`config.mk`:
```
export PLATFORM = sky130hd
export DESIGN_NAME = mem_access
export DESIGN_NICKNAME = d
export VERILOG_FILES = /design/src/rtl/mem_access.sv
export SDC_FILE = /design/constraint.sdc
export NUM_CORES = 1
export LEC_CHECK = 0
export BUFFER_PORTS_ARGS = -buffer_cell sky130_fd_sc_hd__clkbuf_2
export CAP_MARGIN = 20
export CELL_PAD_IN_SITES_DETAIL_PLACEMENT = 2
export CELL_PAD_IN_SITES_GLOBAL_PLACEMENT = 2
export CORE_MARGIN = 5
export CORE_UTILIZATION = 27
export DETAILED_ROUTE_END_ITERATION = 8
export GPL_TIMING_DRIVEN = 0
export PLACE_DENSITY = 0.89
export SYNTH_ARGS = -nofsm -noshare
export SYNTH_HDL_FRONTEND = slang
export SYNTH_SLANG_ARGS = --single-unit
```
`constraint.sdc`:
```
create_clock -name clk -period 2.4 [get_ports clk]
set_input_delay 0.24 -clock clk [delete_from_list [all_inputs] [get_ports clk]]
set_output_delay 0.24 -clock clk [all_outputs]
set_load 0.02 [all_outputs]
```
`src/rtl/mem_access.sv`:
```
// mem_access: memory-stage access unit between EX/MEM and MEM/WB.
// Issues loads/stores over a valid/addr_ok/data_ok bus, lane-aligns store
// data, aligns and extends load data, and stalls upstream while busy.
// Optional feature macro: MISALIGN_TRAP_EN (in-place misaligned-access trap).
module mem_access #(
  parameter int XLEN = 64
) (
  input  logic            clk,
  input  logic            reset,
  input  logic            in_valid,
  input  logic            in_load,
  input  logic            in_store,
  input  logic [1:0]      in_size,
  input  logic            in_unsigned,
  input  logic [XLEN-1:0] in_addr,
  input  logic [XLEN-1:0] in_wdata,
  input  logic [XLEN-1:0] in_result,
  output logic            dreq_valid,
  output logic [XLEN-1:0] dreq_addr,
  output logic [2:0]      dreq_size,
  output logic [7:0]      dreq_strobe,
  output logic [XLEN-1:0] dreq_data,
  input  logic            dresp_addr_ok,
  input  logic            dresp_data_ok,
  input  logic [XLEN-1:0] dresp_data,
  output logic            mem_stall,
  output logic            out_valid,
  output logic [XLEN-1:0] out_data,
  output logic            out_misalign
);

  typedef enum logic [1:0] {IDLE, BUSY, DONE} state_t;

  state_t          state;
  logic [2:0]      ldOff;
  logic [1:0]      ldSize;
  logic            ldUnsigned;
  logic            ldIsStore;
  logic [XLEN-1:0] capData;

  logic            isMem;
  logic            accept;
  logic            misalign;
  logic            issue;
  logic [7:0]      byteMask;
  logic [7:0]      strobeNext;
  logic [XLEN-1:0] wdataNext;
  logic [XLEN-1:0] rdShifted;
  logic [XLEN-1:0] loadExt;

  // Address-accepted is informational only; the access completes on data_ok.
  logic unusedAddrOk;
  assign unusedAddrOk = dresp_addr_ok;

  // Decode the incoming EX/MEM entry and form the store lanes.
  always_comb begin
    isMem  = in_load | in_store;
    accept = (state == IDLE) && in_valid;
    unique case (in_size)
      2'd0:    byteMask = 8'h01;
      2'd1:    byteMask = 8'h03;
      2'd2:    byteMask = 8'h0F;
      default: byteMask = 8'hFF;
    endcase
    misalign = 1'b0;
`ifdef MISALIGN_TRAP_EN
    unique case (in_size)
      2'd0:    misalign = 1'b0;
      2'd1:    misalign = isMem && in_addr[0];
      2'd2:    misalign = isMem && (in_addr[1:0] != 2'b00);
      default: misalign = isMem && (in_addr[2:0] != 3'b000);
    endcase
`endif
    issue = accept && isMem && !misalign;
    // in_store wins when both load and store are flagged.
    strobeNext = in_store ? (byteMask << in_addr[2:0]) : '0;
    wdataNext  = in_wdata << {in_addr[2:0], 3'b000};
  end

  // Align and extend the returned load data using the latched access shape.
  always_comb begin
    rdShifted = dresp_data >> {ldOff, 3'b000};
    unique case (ldSize)
      2'd0:    loadExt = {{(XLEN-8){~ldUnsigned & rdShifted[7]}},   rdShifted[7:0]};
      2'd1:    loadExt = {{(XLEN-16){~ldUnsigned & rdShifted[15]}}, rdShifted[15:0]};
      2'd2:    loadExt = {{(XLEN-32){~ldUnsigned & rdShifted[31]}}, rdShifted[31:0]};
      default: loadExt = rdShifted;
    endcase
  end

  // Same-cycle responses for non-memory ops and traps; captured result in DONE.
  always_comb begin
    mem_stall    = issue || (state == BUSY);
    out_valid    = (accept && (!isMem || misalign)) || (state == DONE);
    out_misalign = accept && misalign;
    if (state == DONE)
      out_data = capData;
    else if (accept && misalign)
      out_data = in_addr;
    else if (accept && !isMem)
      out_data = in_result;
    else
      out_data = '0;
  end

  // Access FSM: latch the request on issue, wait for data_ok, present result.
  always_ff @(posedge clk) begin
    if (reset) begin
      state       <= IDLE;
      dreq_valid  <= 1'b0;
      dreq_addr   <= '0;
      dreq_size   <= '0;
      dreq_strobe <= '0;
      dreq_data   <= '0;
      ldOff       <= '0;
      ldSize      <= '0;
      ldUnsigned  <= 1'b0;
      ldIsStore   <= 1'b0;
      capData     <= '0;
    end else begin
      unique case (state)
        IDLE: begin
          if (issue) begin
            state       <= BUSY;
            dreq_valid  <= 1'b1;
            dreq_addr   <= in_addr;
            dreq_size   <= {1'b0, in_size};
            dreq_strobe <= strobeNext;
            dreq_data   <= wdataNext;
            ldOff       <= in_addr[2:0];
            ldSize      <= in_size;
            ldUnsigned  <= in_unsigned;
            ldIsStore   <= in_store;
          end
        end
        BUSY: begin
          if (dresp_data_ok) begin
            state      <= DONE;
            dreq_valid <= 1'b0;
            capData    <= ldIsStore ? '0 : loadExt;
          end
        end
        default: begin
          state <= IDLE;
        end
      endcase
    end
  end

endmodule
```
---- Word-level counts from Yosys, hierarchy flattened ----
Index checks and enable logic that the tools add are counted.
storage, ports and cells
  register bits after elaboration ......... 210
  input bits .............................. 266
  output and inout bits ................... 207
  logic and storage cells ................. 52
cells by class
  equality and inequality tests ........... 8
  shifts and indexed selects .............. 3
  multiplexer cells ....................... 12
  bitwise gates (word level) .............. 5
  reduce and logical (&&, ||, !) cells .... 14
operators by type and width
  kind                  number
  $mux W64              3
  $pmux W64 S3          1
  $shl A64 B6 Y64       1
  $shr A64 B6 Y64       1
  $pmux W8 S3           1
  $mux W8               1
  $shl A8 B3 Y8         1
  $eq A2 B1 Y1 const B  3
  $eq A2 B2 Y1 const B  3
  $logic_not A2 Y1      3
  $reduce_and A2 Y1     3
  $mux W2               2
  $ne A2 B2 Y1 const B  2
  $pmux W2 S2           1
  $and A1 B1 Y1         3
  $logic_and A1 B1 Y1   3
  $reduce_and A3 Y1     1
  $logic_or A1 B1 Y1    2
  $mux W1               2
  $pmux W1 S2           1
  $reduce_bool A2 Y1    1
  $logic_not A1 Y1      1
  $not A1 Y1            1
  $or A1 B1 Y1          1

---- Longest topological paths before layout ----
Gate-level depths: netlist of run 1.
  depth after elaboration ................. 5
  mapped depth ............................ 9
  depth with buffers taken out ............ 5

---- Worst setup path before layout of run 1 ----
OpenSTA, ideal clock, no wires.
  kind .................................... register to register
  from .................................... register, netlist name dreq_addr[1]
  to ...................................... register capData[13]
  library setup time ...................... 0.122 ns
  arrival time ............................ 2.139 ns
  required time ........................... 2.278 ns
  slack ................................... 0.139 ns
  cell stages (with the launch flop) ...... 7
  path buffers ............................ 3
  period minus slack after synthesis ...... 2.261 ns
  cell sequence ........................... dfxtp_1 -> buf_6 -> buf_2 -> buf_2 -> mux2_2 -> mux4_2 -> a221o_1
RTL lines
  element               line  text
  end signal, assigned  140   capData <= ldIsStore ? '0 : loadExt;
  end, declared         39    logic [XLEN-1:0] capData;

==> results.yml, run 1 <==
power:
  sw_frac_of_total: 0.326
  clkPwrFrac: 0.395
  power_mw: 10.4
  seqPwrFrac: 0.362
  internal_power_mw: 7.02
  p_leak_nw: 6.92
  p_comb_frac: 0.243
  p_sw_mw: 3.40
  power_density_nw_per_um2: 650
  max-vdd-ir-drop_uv: 502
status:
  status: "finished, final reports clean"
synth:
  synth_top_area_cell: "dfxtp_1"
  synth_edf_count: 0
  yosys_warnings: 0
  yosysTopAreaCellShare: 0.369
  async_reset_ff_frac: 0
  yosysSeqAreaShare: 0.369
  yosysMostFrequentCell: "nand2_1"
  synth_top_family_by_area: "compound AO/OA/AOI/OAI gates"
  synth-simple-area-share: 0.166
  yosys-top-cells-count: "249 x nand2_1, 207 x dfxtp_1, 110 x a21oi_1, 106 x nor2_1, 80 x clkbuf_1"
  synth_xor_area_frac: 0
  synthMuxAreaShare: 0.165
  syn_inst: 1311
  netlist_top_cells_area: "dfxtp_1 37%, nand2_1 8.3%, mux4_2 6.6%, a22o_1 5.0%, a21oi_1 4.9%"
  synth_cell_types: 52
  syn_area_um2: 11200
  synthAdderAreaFrac: 0
  synth_seq_cells: 207
  syn_avg_cell_area_um2: 8.57
  synth_compound_area_frac: 0.250
  synthFlopType: "dfxtp_1"
timing:
  worst_slack_ns: 0.0385
  clock.fmax_mhz: 423
  fin_crit_ns: 2.36
  rsz0062_at_grt: "yes"
  skew_ns: 0.0188
  hold_violations: 0
  setup_viol: 0
  fin_crit_sh: 0.984
  whs_ns: 0.0676
  relSlewSlack: 0.411
  tns_ns: 0
  drv_slew: 0
  worst_pin_slew_ns: 0.880
detailed_routing:
  drc: 0
  ant_nets: 0
  drtPass1Iterations: 5
  wl_per_cell_um: 28.0
  drt_iter0_markers: 792
  vias: 13566
  routed_via_density: 5.58
  wl_mm: 67.9
placed_design:
  gp_congestion: 0.959
  io_buffers: 467
  dp_slack_ns: -0.295
  dp_cells: 2313
  hpwl_mm: 50.7
  placed_area_um2: 14300
finish:
  final_area_um2: 16000
  multiInputGateArea_um2: 6650
  instances_no_fill: 2430
  ff_latch_area_um2: 4150
  drive_gt1_frac: 0.371
  fin_util: 0.391
  nets: 2142
  n_fill_cell: 4631
  syn2layout_area_growth_pct: 42.6
die:
  start_util: 0.274
  num_rows: 74
  core_area_um2: 41000
  io_pins: 473
  die-area_um2: 45800
  die_x_um: 214
  die_y_um: 214
worst_setup_path:
  critical_path.cell_chain: "buf_6 -> mux2_4 -> mux4_2 -> nand3_1 -> and4_4 -> buf_6 -> buf_4 -> o21ai_1"
  worst_path_max_delay_cell: "mux4_2"
  slowest_delay_ns: 0.49
  critPathKind: "reg -> reg"
  cp_max_fo: 10
  cp.required_ns: 2.81
  cpMostUsedCell: "buf_6"
  crit_arrival_ns: 2.78
  startpoint_type: "flop"
  critPathCaptureType: "flop"
flow_run:
  drv_cap: 0
cts:
  worstSkewPairLatency_ns: 0.56
  max-clock-path-buffers: 3
  clkSinkCount: 207
  root_buffer: "clkbuf_16"
  cts_tree: "yes"
  clk_pin_slew_ns: 0.06
  numCtsBuffers: 25
  ctsHtreeMaxLevel: 1
global_route:
  grt_usage: 0.279
  antenna_found_initial: 9
  grt_max_degree: 13
  grt.overflow.total: 0
  grt_pass1_vias: 15034
  grt_pass1_wl_mm: 99.6
min_path:
  hp-class: "in -> reg"
## layout by cell type, fill, tap and decap left out, types with 9 or more instances in the layout
cell type	instances
o31ai_2	13
buf_1	9
buf_4	14
nor3b_1	9
clkbuf_16	25
dfxtp_1	206
clkbuf_1	64
clkbuf_4	9
nand2_1	248
mux4_2	33
a211oi_1	36
a22o_1	62
a21oi_1	108
mux2i_1	49
clkbuf_2	482
buf_2	16
a221o_1	15
mux2_2	48
dlygate4sd3_1	66
nor2b_1	21
o21ai_1	17
nor3_1	21
a221oi_1	15
a22oi_1	31
o21ai_0	44
nand2b_1	12
nor2_1	103
## area by class of cell
cell class | count | area share
Clock inverter | 10 | 0.00984
Clock buffer | 34 | 0.0436
Antenna cell | 5 | 0.000781
Multi-Input combinational cell | 976 | 0.415
Buffer | 127 | 0.0402
Sequential cell | 207 | 0.259
Tap cell | 532 | 0.0415
Timing Repair Buffer | 537 | 0.190
Inverter | 2 | 0.000468
## critical path, delay by kind of cell (launching register included)
family	cells	cell delay, ns
flip-flops	1	0.34
multiplexers	2	0.84
AND/OR/NAND/NOR	2	0.43
buffers and inverters	3	0.47
AO/OA/AOI/OAI	1	0.14
## power groups by stage
stage	clock (mW)	sequential [mW]	combinational (mW)
final	4.12	3.77	2.53
after global routing	4.33	3.79	2.67
after CTS	4.18	3.76	2.45
after detailed placement	0	3.83	2.31
after global placement	0	3.82	2.22
after floorplan	0	3.96	1.14
## repair_timing
action,in CTS,in global routing
buffers inserted,1,1
hold endpoints to repair,66,0
hold buffers,66,0
pin swaps,1,0
gates resized for setup,49,33
setup endpoints to repair,152,130
## registers in the layout, summed over array words and instances, names as in the netlist
signal / cells
state: 2
dreq_strobe: 8
dreq_valid: 1
ldIsStore: 1
dreq_addr: 64
dreq_size: 2
dreq_data: 64
capData: 64
ldUnsigned: 1
## worst paths after layout
kind,slack (ns),from,cells after the start,end
setup / recovery,0.04,dreq_addr[1]$_SDFFE_PP0P_,8,capData[51]$_SDFFE_PP0P_
hold / removal,0.07,dresp_data_ok,3,state[0]$_SDFFE_PP0P_
setup reg to reg,0.04,dreq_addr[1]$_SDFFE_PP0P_,8,capData[51]$_SDFFE_PP0P_
hold reg to reg,0.46,dreq_addr[54]$_SDFFE_PP0P_,2,dreq_addr[54]$_SDFFE_PP0P_
## logic make-up after synthesis
kind of cell	Yosys count
buf+inv	129
compound gates	397
simple gates	441
mux	136
other cells	1
flops	207
## routing by layer
layer  part of all wire  wire length [um]  track usage
met4              0.050              3380        0.122
met5            0.00071                48            0
met2               0.50             34300        0.508
met1               0.37             25100        0.306
met3              0.076              5150       0.0753
Power figures use the tool's default switching activity.
==> run 2: changes to the inputs <==
Settings changed: CORE_MARGIN 5 to not set, SETUP_SLACK_MARGIN set to 0.02.
==> results.yml, run 2 (synthesis results as in run 1) <==
status:
  status: "finished, final reports clean"
placed_design:
  dp_cells: 2313
  placed_area_um2: 14300
  dp_slack_ns: -0.318
  hpwl_mm: 48.5
  io_buffers: 467
  gp_congestion: 0.946
global_route:
  grt.overflow.total: 0
  grt_max_degree: 18
  grt_pass1_vias: 14867
  antenna_found_initial: 9
  grt_pass1_wl_mm: 94.7
  grt_usage: 0.298
worst_setup_path:
  crit_arrival_ns: 2.06
  critPathKind: "reg -> out"
  critPathCaptureType: "output pin"
  cp_max_fo: 10
  cp.required_ns: 2.16
  startpoint_type: "flop"
detailed_routing:
  wl_mm: 65.8
  routed_via_density: 5.60
  drc: 0
  drtPass1Iterations: 4
  wl_per_cell_um: 27.0
  vias: 13629
  ant_nets: 0
  drt_iter0_markers: 798
cts:
  clk_pin_slew_ns: 0.06
  max-clock-path-buffers: 3
  worstSkewPairLatency_ns: 0.57
  numCtsBuffers: 26
  clkSinkCount: 207
  ctsHtreeMaxLevel: 1
  cts_tree: "yes"
  root_buffer: "clkbuf_16"
timing:
  worst_slack_ns: 0.0953
  skew_ns: 0.0133
  drv_slew: 0
  worst_pin_slew_ns: 0.896
  hold_violations: 0
  tns_ns: 0
  whs_ns: 0.0272
  setup_viol: 0
  fin_crit_sh: 0.960
  rsz0062_at_grt: "yes"
  relSlewSlack: 0.400
  fin_crit_ns: 2.30
  clock.fmax_mhz: 434
power:
  power_mw: 10.8
  max-vdd-ir-drop_uv: 528
  p_leak_nw: 6.96
  power_density_nw_per_um2: 668
die:
  die_y_um: 206
  die-area_um2: 42400
  die_x_um: 206
  num_rows: 74
  core_area_um2: 40900
  start_util: 0.274
  io_pins: 473
finish:
  final_area_um2: 16100
  final_common_cell: "clkbuf_2"
  syn2layout_area_growth_pct: 43.6
  top_regs: "capData x64, dreq_addr x64, dreq_data x64"
  drive_gt1_frac: 0.370
  fin_util: 0.394
  nets: 2140
  final_cell_mix: "460 x clkbuf_2, 248 x nand2_1, 205 x dfxtp_1"
  instances_no_fill: 2433
flow_run:
  drv_cap: 0
min_path:
  hp-class: "in -> reg"
## run 2: cell count changes in the layout (fill, tap and decap cells not counted), moves of 3 or more
cell and change:
clkbuf_16 +3, buf_6 -4, clkbuf_2 -22, buf_4 +10
dlygate4sd3_1 -3, buf_2 +6, buf_1 +4, clkbuf_8 +3
## run 2: repair_timing
item                                   4_1_cts  5_1_grt
setup buffers                                2        0
pin swaps                                    1        1
hold buffers                                63        0
setup endpoints to repair                  166      131
gates resized for setup                     50       53
endpoints found under the hold margin       63        0
## run 2: final cells by class
type / instances / area (um2)
clock buffers: 37 / 773
flip-flops and latches: 207 / 4150
fillers: 4632 / 24800
well taps: 532 / 666
multi-input cells: 976 / 6620
plain buffers: 126 / 657
clock inverters: 11 / 184
repair buffers: 535 / 3060
inverters: 2 / 7.51
diodes: 7 / 17.5
## run 2: worst paths after layout
path	startpoint	endpoint	slack, ns	depth (start not counted)
min reg2reg	capData[32]$_SDFFE_PP0P_	capData[32]$_SDFFE_PP0P_	0.45	2
max reg2reg	dreq_addr[0]$_SDFFE_PP0P_	capData[26]$_SDFFE_PP0P_	0.1	7
min	in_size[0]	dreq_size[0]$_SDFFE_PP0P_	0.03	3
max	state[1]$_SDFFE_PP0P_	out_data[8]	0.1	8
## run 2: critical path, cell delays in order (launching register included)
cell       delay [ns]
dfxtp_2          0.34
nor2_2           0.12
nand2_2          0.10
nor3_4           0.18
buf_4            0.14
buf_12           0.13
clkbuf_16        0.16
a22o_1           0.15
clkbuf_4         0.17
## run 2: power by group
group | leakage [nW] | total (mW) | internal [mW] | switching, mW
sequential | 1.69 | 3.78 | 3.63 | 0.149
combinational | 4.79 | 2.51 | 0.934 | 1.57
clock | 0.475 | 4.49 | 2.77 | 1.72
total | 6.96 | 10.8 | 7.33 | 3.44
## run 2: per-layer routing
| metal | global-route usage | vias to the layer above | wire length [um] |
|---|---|---|---|
| met2 | 0.542 | 669 | 33200 |
| li1 | - | 5930 | - |
| met1 | 0.326 | 6834 | 24500 |
| met5 | 0 | - | 27 |
| met4 | 0.147 | 4 | 3540 |
| met3 | 0.0634 | 192 | 4550 |
